==> config.mk <==
export PLATFORM = sky130hd
export DESIGN_NAME = rom_sbox
export DESIGN_NICKNAME = d
export VERILOG_FILES = /design/src/rtl/rom_sbox.sv
export SDC_FILE = /design/constraint.sdc
export NUM_CORES = 1
export LEC_CHECK = 0
export ABC_AREA = 1
export CELL_PAD_IN_SITES_DETAIL_PLACEMENT = 1
export CELL_PAD_IN_SITES_GLOBAL_PLACEMENT = 1
export CORE_UTILIZATION = 40
export DETAILED_ROUTE_END_ITERATION = 10
export GPL_TIMING_DRIVEN = 1
export PLACE_DENSITY_LB_ADDON = 0.2
export SLEW_MARGIN = 10
export SYNTH_ARGS = -nofsm -noshare
export SYNTH_HDL_FRONTEND = slang
export SYNTH_SLANG_ARGS = --single-unit
==> constraint.sdc <==
create_clock -name clk_i -period 4.07 [get_ports clk_i]
set_input_delay 1.0175 -clock clk_i [delete_from_list [all_inputs] [get_ports clk_i]]
set_output_delay 1.0175 -clock clk_i [all_outputs]
set_load 0.03 [all_outputs]
==> src/rtl/rom_sbox.sv <==
// AES forward S-box ROM (FIPS-197 SubBytes table), 256 x 8.
// data_o is a zero-latency combinational lookup of rom_addr; data_r_o/v_r_o
// are a one-cycle registered copy for pipelined consumers.
//
// Handshake: v_i is a plain valid with no ready/backpressure. Every cycle
// with v_i=1 is accepted and its lookup appears on data_r_o with v_r_o=1
// one clock later; a cycle with v_i=0 leaves data_r_o unchanged and
// drops v_r_o.
module rom_sbox (
  input  logic       clk_i,
  input  logic       reset_n_i,
  input  logic [7:0] rom_addr,
  input  logic       v_i,
  output logic [7:0] data_o,
  output logic [7:0] data_r_o,
  output logic       v_r_o
);

  // Constant table lookup; every one of the 256 addresses is listed.
  function automatic logic [7:0] sbox_lookup(input logic [7:0] a);
    logic [7:0] s;
    case (a)
      8'h00: s = 8'h63;
      8'h01: s = 8'h7c;
      8'h02: s = 8'h77;
      8'h03: s = 8'h7b;
      8'h04: s = 8'hf2;
      8'h05: s = 8'h6b;
      8'h06: s = 8'h6f;
      8'h07: s = 8'hc5;
      8'h08: s = 8'h30;
      8'h09: s = 8'h01;
      8'h0a: s = 8'h67;
      8'h0b: s = 8'h2b;
      8'h0c: s = 8'hfe;
      8'h0d: s = 8'hd7;
      8'h0e: s = 8'hab;
      8'h0f: s = 8'h76;
      8'h10: s = 8'hca;
      8'h11: s = 8'h82;
      8'h12: s = 8'hc9;
      8'h13: s = 8'h7d;
      8'h14: s = 8'hfa;
      8'h15: s = 8'h59;
      8'h16: s = 8'h47;
      8'h17: s = 8'hf0;
      8'h18: s = 8'had;
      8'h19: s = 8'hd4;
      8'h1a: s = 8'ha2;
      8'h1b: s = 8'haf;
      8'h1c: s = 8'h9c;
      8'h1d: s = 8'ha4;
      8'h1e: s = 8'h72;
      8'h1f: s = 8'hc0;
      8'h20: s = 8'hb7;
      8'h21: s = 8'hfd;
      8'h22: s = 8'h93;
      8'h23: s = 8'h26;
      8'h24: s = 8'h36;
      8'h25: s = 8'h3f;
      8'h26: s = 8'hf7;
      8'h27: s = 8'hcc;
      8'h28: s = 8'h34;
      8'h29: s = 8'ha5;
      8'h2a: s = 8'he5;
      8'h2b: s = 8'hf1;
      8'h2c: s = 8'h71;
      8'h2d: s = 8'hd8;
      8'h2e: s = 8'h31;
      8'h2f: s = 8'h15;
      8'h30: s = 8'h04;
      8'h31: s = 8'hc7;
      8'h32: s = 8'h23;
      8'h33: s = 8'hc3;
      8'h34: s = 8'h18;
      8'h35: s = 8'h96;
      8'h36: s = 8'h05;
      8'h37: s = 8'h9a;
      8'h38: s = 8'h07;
      8'h39: s = 8'h12;
      8'h3a: s = 8'h80;
      8'h3b: s = 8'he2;
      8'h3c: s = 8'heb;
      8'h3d: s = 8'h27;
      8'h3e: s = 8'hb2;
      8'h3f: s = 8'h75;
      8'h40: s = 8'h09;
      8'h41: s = 8'h83;
      8'h42: s = 8'h2c;
      8'h43: s = 8'h1a;
      8'h44: s = 8'h1b;
      8'h45: s = 8'h6e;
      8'h46: s = 8'h5a;
      8'h47: s = 8'ha0;
      8'h48: s = 8'h52;
      8'h49: s = 8'h3b;
      8'h4a: s = 8'hd6;
      8'h4b: s = 8'hb3;
      8'h4c: s = 8'h29;
      8'h4d: s = 8'he3;
      8'h4e: s = 8'h2f;
      8'h4f: s = 8'h84;
      8'h50: s = 8'h53;
      8'h51: s = 8'hd1;
      8'h52: s = 8'h00;
      8'h53: s = 8'hed;
      8'h54: s = 8'h20;
      8'h55: s = 8'hfc;
      8'h56: s = 8'hb1;
      8'h57: s = 8'h5b;
      8'h58: s = 8'h6a;
      8'h59: s = 8'hcb;
      8'h5a: s = 8'hbe;
      8'h5b: s = 8'h39;
      8'h5c: s = 8'h4a;
      8'h5d: s = 8'h4c;
      8'h5e: s = 8'h58;
      8'h5f: s = 8'hcf;
      8'h60: s = 8'hd0;
      8'h61: s = 8'hef;
      8'h62: s = 8'haa;
      8'h63: s = 8'hfb;
      8'h64: s = 8'h43;
      8'h65: s = 8'h4d;
      8'h66: s = 8'h33;
      8'h67: s = 8'h85;
      8'h68: s = 8'h45;
      8'h69: s = 8'hf9;
      8'h6a: s = 8'h02;
      8'h6b: s = 8'h7f;
      8'h6c: s = 8'h50;
      8'h6d: s = 8'h3c;
      8'h6e: s = 8'h9f;
      8'h6f: s = 8'ha8;
      8'h70: s = 8'h51;
      8'h71: s = 8'ha3;
      8'h72: s = 8'h40;
      8'h73: s = 8'h8f;
      8'h74: s = 8'h92;
      8'h75: s = 8'h9d;
      8'h76: s = 8'h38;
      8'h77: s = 8'hf5;
      8'h78: s = 8'hbc;
      8'h79: s = 8'hb6;
      8'h7a: s = 8'hda;
      8'h7b: s = 8'h21;
      8'h7c: s = 8'h10;
      8'h7d: s = 8'hff;
      8'h7e: s = 8'hf3;
      8'h7f: s = 8'hd2;
      8'h80: s = 8'hcd;
      8'h81: s = 8'h0c;
      8'h82: s = 8'h13;
      8'h83: s = 8'hec;
      8'h84: s = 8'h5f;
      8'h85: s = 8'h97;
      8'h86: s = 8'h44;
      8'h87: s = 8'h17;
      8'h88: s = 8'hc4;
      8'h89: s = 8'ha7;
      8'h8a: s = 8'h7e;
      8'h8b: s = 8'h3d;
      8'h8c: s = 8'h64;
      8'h8d: s = 8'h5d;
      8'h8e: s = 8'h19;
      8'h8f: s = 8'h73;
      8'h90: s = 8'h60;
      8'h91: s = 8'h81;
      8'h92: s = 8'h4f;
      8'h93: s = 8'hdc;
      8'h94: s = 8'h22;
      8'h95: s = 8'h2a;
      8'h96: s = 8'h90;
      8'h97: s = 8'h88;
      8'h98: s = 8'h46;
      8'h99: s = 8'hee;
      8'h9a: s = 8'hb8;
      8'h9b: s = 8'h14;
      8'h9c: s = 8'hde;
      8'h9d: s = 8'h5e;
      8'h9e: s = 8'h0b;
      8'h9f: s = 8'hdb;
      8'ha0: s = 8'he0;
      8'ha1: s = 8'h32;
      8'ha2: s = 8'h3a;
      8'ha3: s = 8'h0a;
      8'ha4: s = 8'h49;
      8'ha5: s = 8'h06;
      8'ha6: s = 8'h24;
      8'ha7: s = 8'h5c;
      8'ha8: s = 8'hc2;
      8'ha9: s = 8'hd3;
      8'haa: s = 8'hac;
      8'hab: s = 8'h62;
      8'hac: s = 8'h91;
      8'had: s = 8'h95;
      8'hae: s = 8'he4;
      8'haf: s = 8'h79;
      8'hb0: s = 8'he7;
      8'hb1: s = 8'hc8;
      8'hb2: s = 8'h37;
      8'hb3: s = 8'h6d;
      8'hb4: s = 8'h8d;
      8'hb5: s = 8'hd5;
      8'hb6: s = 8'h4e;
      8'hb7: s = 8'ha9;
      8'hb8: s = 8'h6c;
      8'hb9: s = 8'h56;
      8'hba: s = 8'hf4;
      8'hbb: s = 8'hea;
      8'hbc: s = 8'h65;
      8'hbd: s = 8'h7a;
      8'hbe: s = 8'hae;
      8'hbf: s = 8'h08;
      8'hc0: s = 8'hba;
      8'hc1: s = 8'h78;
      8'hc2: s = 8'h25;
      8'hc3: s = 8'h2e;
      8'hc4: s = 8'h1c;
      8'hc5: s = 8'ha6;
      8'hc6: s = 8'hb4;
      8'hc7: s = 8'hc6;
      8'hc8: s = 8'he8;
      8'hc9: s = 8'hdd;
      8'hca: s = 8'h74;
      8'hcb: s = 8'h1f;
      8'hcc: s = 8'h4b;
      8'hcd: s = 8'hbd;
      8'hce: s = 8'h8b;
      8'hcf: s = 8'h8a;
      8'hd0: s = 8'h70;
      8'hd1: s = 8'h3e;
      8'hd2: s = 8'hb5;
      8'hd3: s = 8'h66;
      8'hd4: s = 8'h48;
      8'hd5: s = 8'h03;
      8'hd6: s = 8'hf6;
      8'hd7: s = 8'h0e;
      8'hd8: s = 8'h61;
      8'hd9: s = 8'h35;
      8'hda: s = 8'h57;
      8'hdb: s = 8'hb9;
      8'hdc: s = 8'h86;
      8'hdd: s = 8'hc1;
      8'hde: s = 8'h1d;
      8'hdf: s = 8'h9e;
      8'he0: s = 8'he1;
      8'he1: s = 8'hf8;
      8'he2: s = 8'h98;
      8'he3: s = 8'h11;
      8'he4: s = 8'h69;
      8'he5: s = 8'hd9;
      8'he6: s = 8'h8e;
      8'he7: s = 8'h94;
      8'he8: s = 8'h9b;
      8'he9: s = 8'h1e;
      8'hea: s = 8'h87;
      8'heb: s = 8'he9;
      8'hec: s = 8'hce;
      8'hed: s = 8'h55;
      8'hee: s = 8'h28;
      8'hef: s = 8'hdf;
      8'hf0: s = 8'h8c;
      8'hf1: s = 8'ha1;
      8'hf2: s = 8'h89;
      8'hf3: s = 8'h0d;
      8'hf4: s = 8'hbf;
      8'hf5: s = 8'he6;
      8'hf6: s = 8'h42;
      8'hf7: s = 8'h68;
      8'hf8: s = 8'h41;
      8'hf9: s = 8'h99;
      8'hfa: s = 8'h2d;
      8'hfb: s = 8'h0f;
      8'hfc: s = 8'hb0;
      8'hfd: s = 8'h54;
      8'hfe: s = 8'hbb;
      8'hff: s = 8'h16;
    endcase
    return s;
  endfunction

  // Combinational lookup, independent of clock, reset and v_i.
  always_comb begin
    data_o = sbox_lookup(rom_addr);
  end

  // Registered copy: capture on v_i, hold data otherwise; v_r_o marks a fresh capture.
  always_ff @(posedge clk_i or negedge reset_n_i) begin
    if (!reset_n_i) begin
      data_r_o <= 8'h00;
      v_r_o    <= 1'b0;
    end else begin
      v_r_o <= v_i;
      if (v_i) begin
        data_r_o <= data_o;
      end
    end
  end

endmodule

=== Word level (Yosys, flattened, before mapping) ===
Memory sizes are Yosys's and may differ from the RTL's.
Cells that the tools add are included.
Widths: inputs -> output; s select.

* ROM bits: 2048
* Register bits: 9
* Word-level logic and storage cells: 3
* Memories kept: 1

{| class="wikitable"
|+ Memories
! memory !! words !! bits a word !! rd ports !! clocked after Yosys merged registers in !! write ports !! line !! text
|-
| (no name shown) || 256 || 8 || 1 || 0 || 0 || 22 || <nowiki>case (a)</nowiki>
|}

=== Longest topological paths before layout ===
An unclocked memory read counts as a cell.

* Depth after elaboration: 1
* Gate-level depth with buffers: 17
* Depth with buffers taken out: 15

=== Worst setup path after synthesis ===
Ideal clock, no wire load.

* Path kind: input to output
* Start point: input rom_addr[0]
* End point: output data_o[7]
* Setup slack: 278 ps
* Arrival time: 2774 ps
* Data required time: 3053 ps
* Stages: 15
* Cells stage by stage: buf_4 inv_1 ha_1 buf_4 inv_1 nand2_1 buf_4 nand3_1 nand3_1 nand2_1 nand2_1 nand2_1 nand2_1 nand3_1 and2_1

* Word-level cells in the longest chain between the ends: 1

{| class="wikitable"
|+ Ends and longest elaborated chain
! element !! line !! text
|-
| start: declaration || 12 || <nowiki>input logic [7:0] rom_addr,</nowiki>
|-
| $mem_v2 256x8 || -- ||
|-
| end: declaration || 14 || <nowiki>output logic [7:0] data_o,</nowiki>
|}

Every way passes these cells.

=== Final worst setup path ===
* Start point: input rom_addr[1]
* End point: output data_o[7]

The elaborated chain is that of the path after synthesis.

==> summary.md <==
The flow ran to the end, but the final reports show violations. The run gives 6,229 as the routed via count. The share of post-route cells with drive strength above 1 was 30.5%.

The classification of the worst setup path was in -> out. The run gives 0 as the remaining global-route overflow. For this run, the post-layout net count is 818.

On the final layout, the worst clock skew is 0 ps. The logs give 9 for the number of sinks on the clock net and 31,900 um for the global-route wire length before repair. The antenna diode count is 0, and the register clock-pin slew on the reported worst setup and hold paths is 50 ps. STA classifies the critical path endpoint as a primary output. The standby leakage power is 2.63 nW, and the combined global-route utilization of all metal layers is 47.4%. Across the VDD grid, the largest voltage drop is 0.128 mV.

Compared with the post-synthesis result, the final layout area differs by 47.5%. The checks that failed: negative setup slack. The tool flagged a number of max-cap violations equal to 0. The clock network burns 10.5% of the power. The die width was 95.2 um; the mean instance size in the synthesized netlist was 5.07 um2.

The logs give 0 for the number of antenna violations at the first check in global routing and 2 for the number of buffers on the longest clock path. The tools report the insertion delay to the later sink of the worst-skew pair as 240 ps. The number of routed nets with antenna violations was 0; the ratio of routed vias to standard cells was 6.95. The final hold slack is 477 ps.

The maximum number of pins on one net before global-route repair was 69. The run gives 10.5% as the part of the power in registers. Class of the tightest hold or removal check: reg -> reg.

Counting every net in the synthesized netlist gives 710. The final hold violation count was 0; the full die area was 9050 um2. Across all register-to-register paths, the minimum setup slack is 3400 ps. The floorplan has 33 rows. The placed wire-length estimate is 15,500 um. For the H-tree depth reported by CTS, the log shows 1.

In this run the worst path has a maximum fanout of 6. After filler insertion, the fill cell instance count of the layout stands at 1,154. The count of buffers added on input and output ports is 27. For this design, the CTS-stage hold fixing added 0 buffers. The tools report the count of TritonRoute iterations in the first routing pass as 8. Critical path required time: 3050 ps. The power after layout was 1.03 mW. STA classifies the critical path startpoint as a primary input. Number of pins with negative max-slew slack in the final report: 0. Net switching is 55.0% of the power. During synthesis, Yosys emitted a total of 0 warnings.

The routed design has 25,000 um of wire. Smallest setup slack after layout: -247 ps. Of the available clock period, the critical path in the final layout requires 106%. The number of global-route vias before repair was 5,571; the power spent charging and discharging nets was 0.568 mW. TritonCTS built the clock tree.

The floorplan step defined a core boundary enclosing 8300 um2. At the pin with the least slew margin, the transition time is 588 ps. The area of the mapped netlist was 3470 um2; the initial detailed-routing violation count was 985. The share of the yosys chip area belonging to registers was 6.49%; the power per standard cell area was 202 nW/um2. Setup violations remaining at the end of the flow were counted as 3. Once the floorplan was initialized, standard cells occupied 41.8% of the core. The share of the synthesized area in the top cell type is 30.4%. Subtracting the final worst setup slack from the clock period gives 4320 ps. Dividing the detail-routed wire length by the instance count gives 27.9 um.

The number of synthesized register bits was 9. Sorting the synthesized cells by area gives the leading types as nand3_1 30%, nand2_1 28%, dfrtp_1 6.5%. Die span in y: 95.2 um. The logs give 3 for the total clock buffers created by CTS and 60.8% for the worst slew slack as a fraction of its limit. Combinational cells account for 79.0% of the total power.

CTS placed an instance of clkbuf_8 at the clock tree root. At the end of routability-driven placement, the weighted congestion stood at 1.11. Maximum operating frequency: 0.232 GHz.

28 I/O pins were placed. For the setup slack after placement, the log shows -254 ps. The run gives 684 as the post-synthesis cell count. Biggest area consumer among synthesized cells: nand3_1.

The detailed-route DRC error count is 0, and the arrival time reported for the critical path endpoint is 3300 ps. The internal power was 0.464 mW. After synthesis, the netlist uses 29 different library cells.
==> cells in the final DEF, fill, tap and decap left out, types with 8 or more instances in the layout <==
master	count
a21oi_1	21
buf_12	9
buf_4	108
buf_6	11
clkdlybuf4s50_1	14
dfrtp_1	9
inv_1	20
inv_2	9
nand2_1	226
nand2_2	33
nand2_4	8
nand3_1	194
nand3_2	17
nand4_1	9
nor2_1	25
nor2_2	10
==> per-stage QoR <==
step	util [%]	setup TNS (ps)	cells	area [um2]
final	61.7	-337	896	5120
after global routing	61.7	-489	896	5120
after CTS	56.1	-8.13	884	4650
after detailed placement	53.8	-1620	878	4460
after global placement	53.8	-1150	878	4460
after floorplan	-	0	684	3470
==> what timing repair did <==
action	in CTS	in global routing
gates resized for setup	42	86
hold endpoints to repair	0	0
pin swaps	1	12
buffers inserted	2	10
gates cloned	0	2
setup endpoints to repair	8	8
==> metal layers <==
layer	vias to the layer above	track usage, %	part of all wire [%]
li1	2482	-	-
met5	-	0	0
met3	245	14.8	15
met2	666	72.3	41
met1	2836	58.3	34
met4	0	27.8	9.8
==> worst max-delay path, cell delays in order <==
cell and delay, ps:
clkdlybuf4s15_1 250, inv_4 160, ha_4 230, inv_1 130, nand2_1 110, buf_4 180
o211ai_1 400, nand2_1 170, nand2_1 130, nand3_1 90, nand3_1 120, and2_1 150
buf_4 150
==> power groups by stage <==
stage / Combinational [mW] / Sequential, mW / Clock [mW]
floorplan: 0.348 / 0.133 / 0
global route: 0.837 / 0.110 / 0.111
CTS: 0.677 / 0.109 / 0.103
finish: 0.815 / 0.108 / 0.108
detailed placement: 0.655 / 0.110 / 0
global placement: 0.639 / 0.108 / 0
==> path summary, 6_finish.rpt <==
check	cells after the start	startpoint	end
max reg2reg	2	data_r_o[3]$_DFFE_PN0P_	data_r_o[3]$_DFFE_PN0P_
max	13	rom_addr[1]	data_o[7]
max in group asynchronous	1	reset_n_i	data_r_o[1]$_DFFE_PN0P_
min reg2reg	2	data_r_o[6]$_DFFE_PN0P_	data_r_o[6]$_DFFE_PN0P_
min in group asynchronous	1	reset_n_i	data_r_o[4]$_DFFE_PN0P_
min	2	data_r_o[6]$_DFFE_PN0P_	data_r_o[6]$_DFFE_PN0P_
==> registers in the layout (all words and copies together) (netlist names) <==
signal,cells
data_r_o,8
v_r_o,1
==> Yosys cell counts, drive strengths merged <==
| master | count |
|---|---|
| inv | 33 |
| or2 | 1 |
| nor3 | 3 |
| and2 | 4 |
| a31oi | 3 |
| clkbuf | 8 |
| nand4 | 9 |
| nor2 | 37 |
| o21ai | 8 |
| nand3 | 213 |
| dfrtp | 9 |
| o211ai | 2 |
| clkinv | 2 |
| buf | 41 |
| a21oi | 24 |
| nand2 | 270 |
| nand3b | 2 |
| ha | 15 |
==> layout make-up <==
| cell class | instances | area (um2) | area share, % |
|---|---|---|---|
| Multi-Input combinational cell | 591 | 3170 | 62.0 |
| Tap cell | 105 | 131 | 2.57 |
| Timing Repair Buffer | 152 | 1390 | 27.2 |
| Inverter | 35 | 151 | 2.96 |
| Clock buffer | 4 | 45.0 | 0.880 |
| Sequential cell | 9 | 225 | 4.40 |
==> logic make-up (layout without fill, tap and decap cells) <==
group,after synthesis,in the layout,share of synthesized area [%]
compound gates,37,37,5.59
fa+ha+maj,15,15,5.41
buf+inv,84,191,13.1
flops,9,9,6.49
simple gates,539,539,69.5
Power figures use the tool's default switching activity.
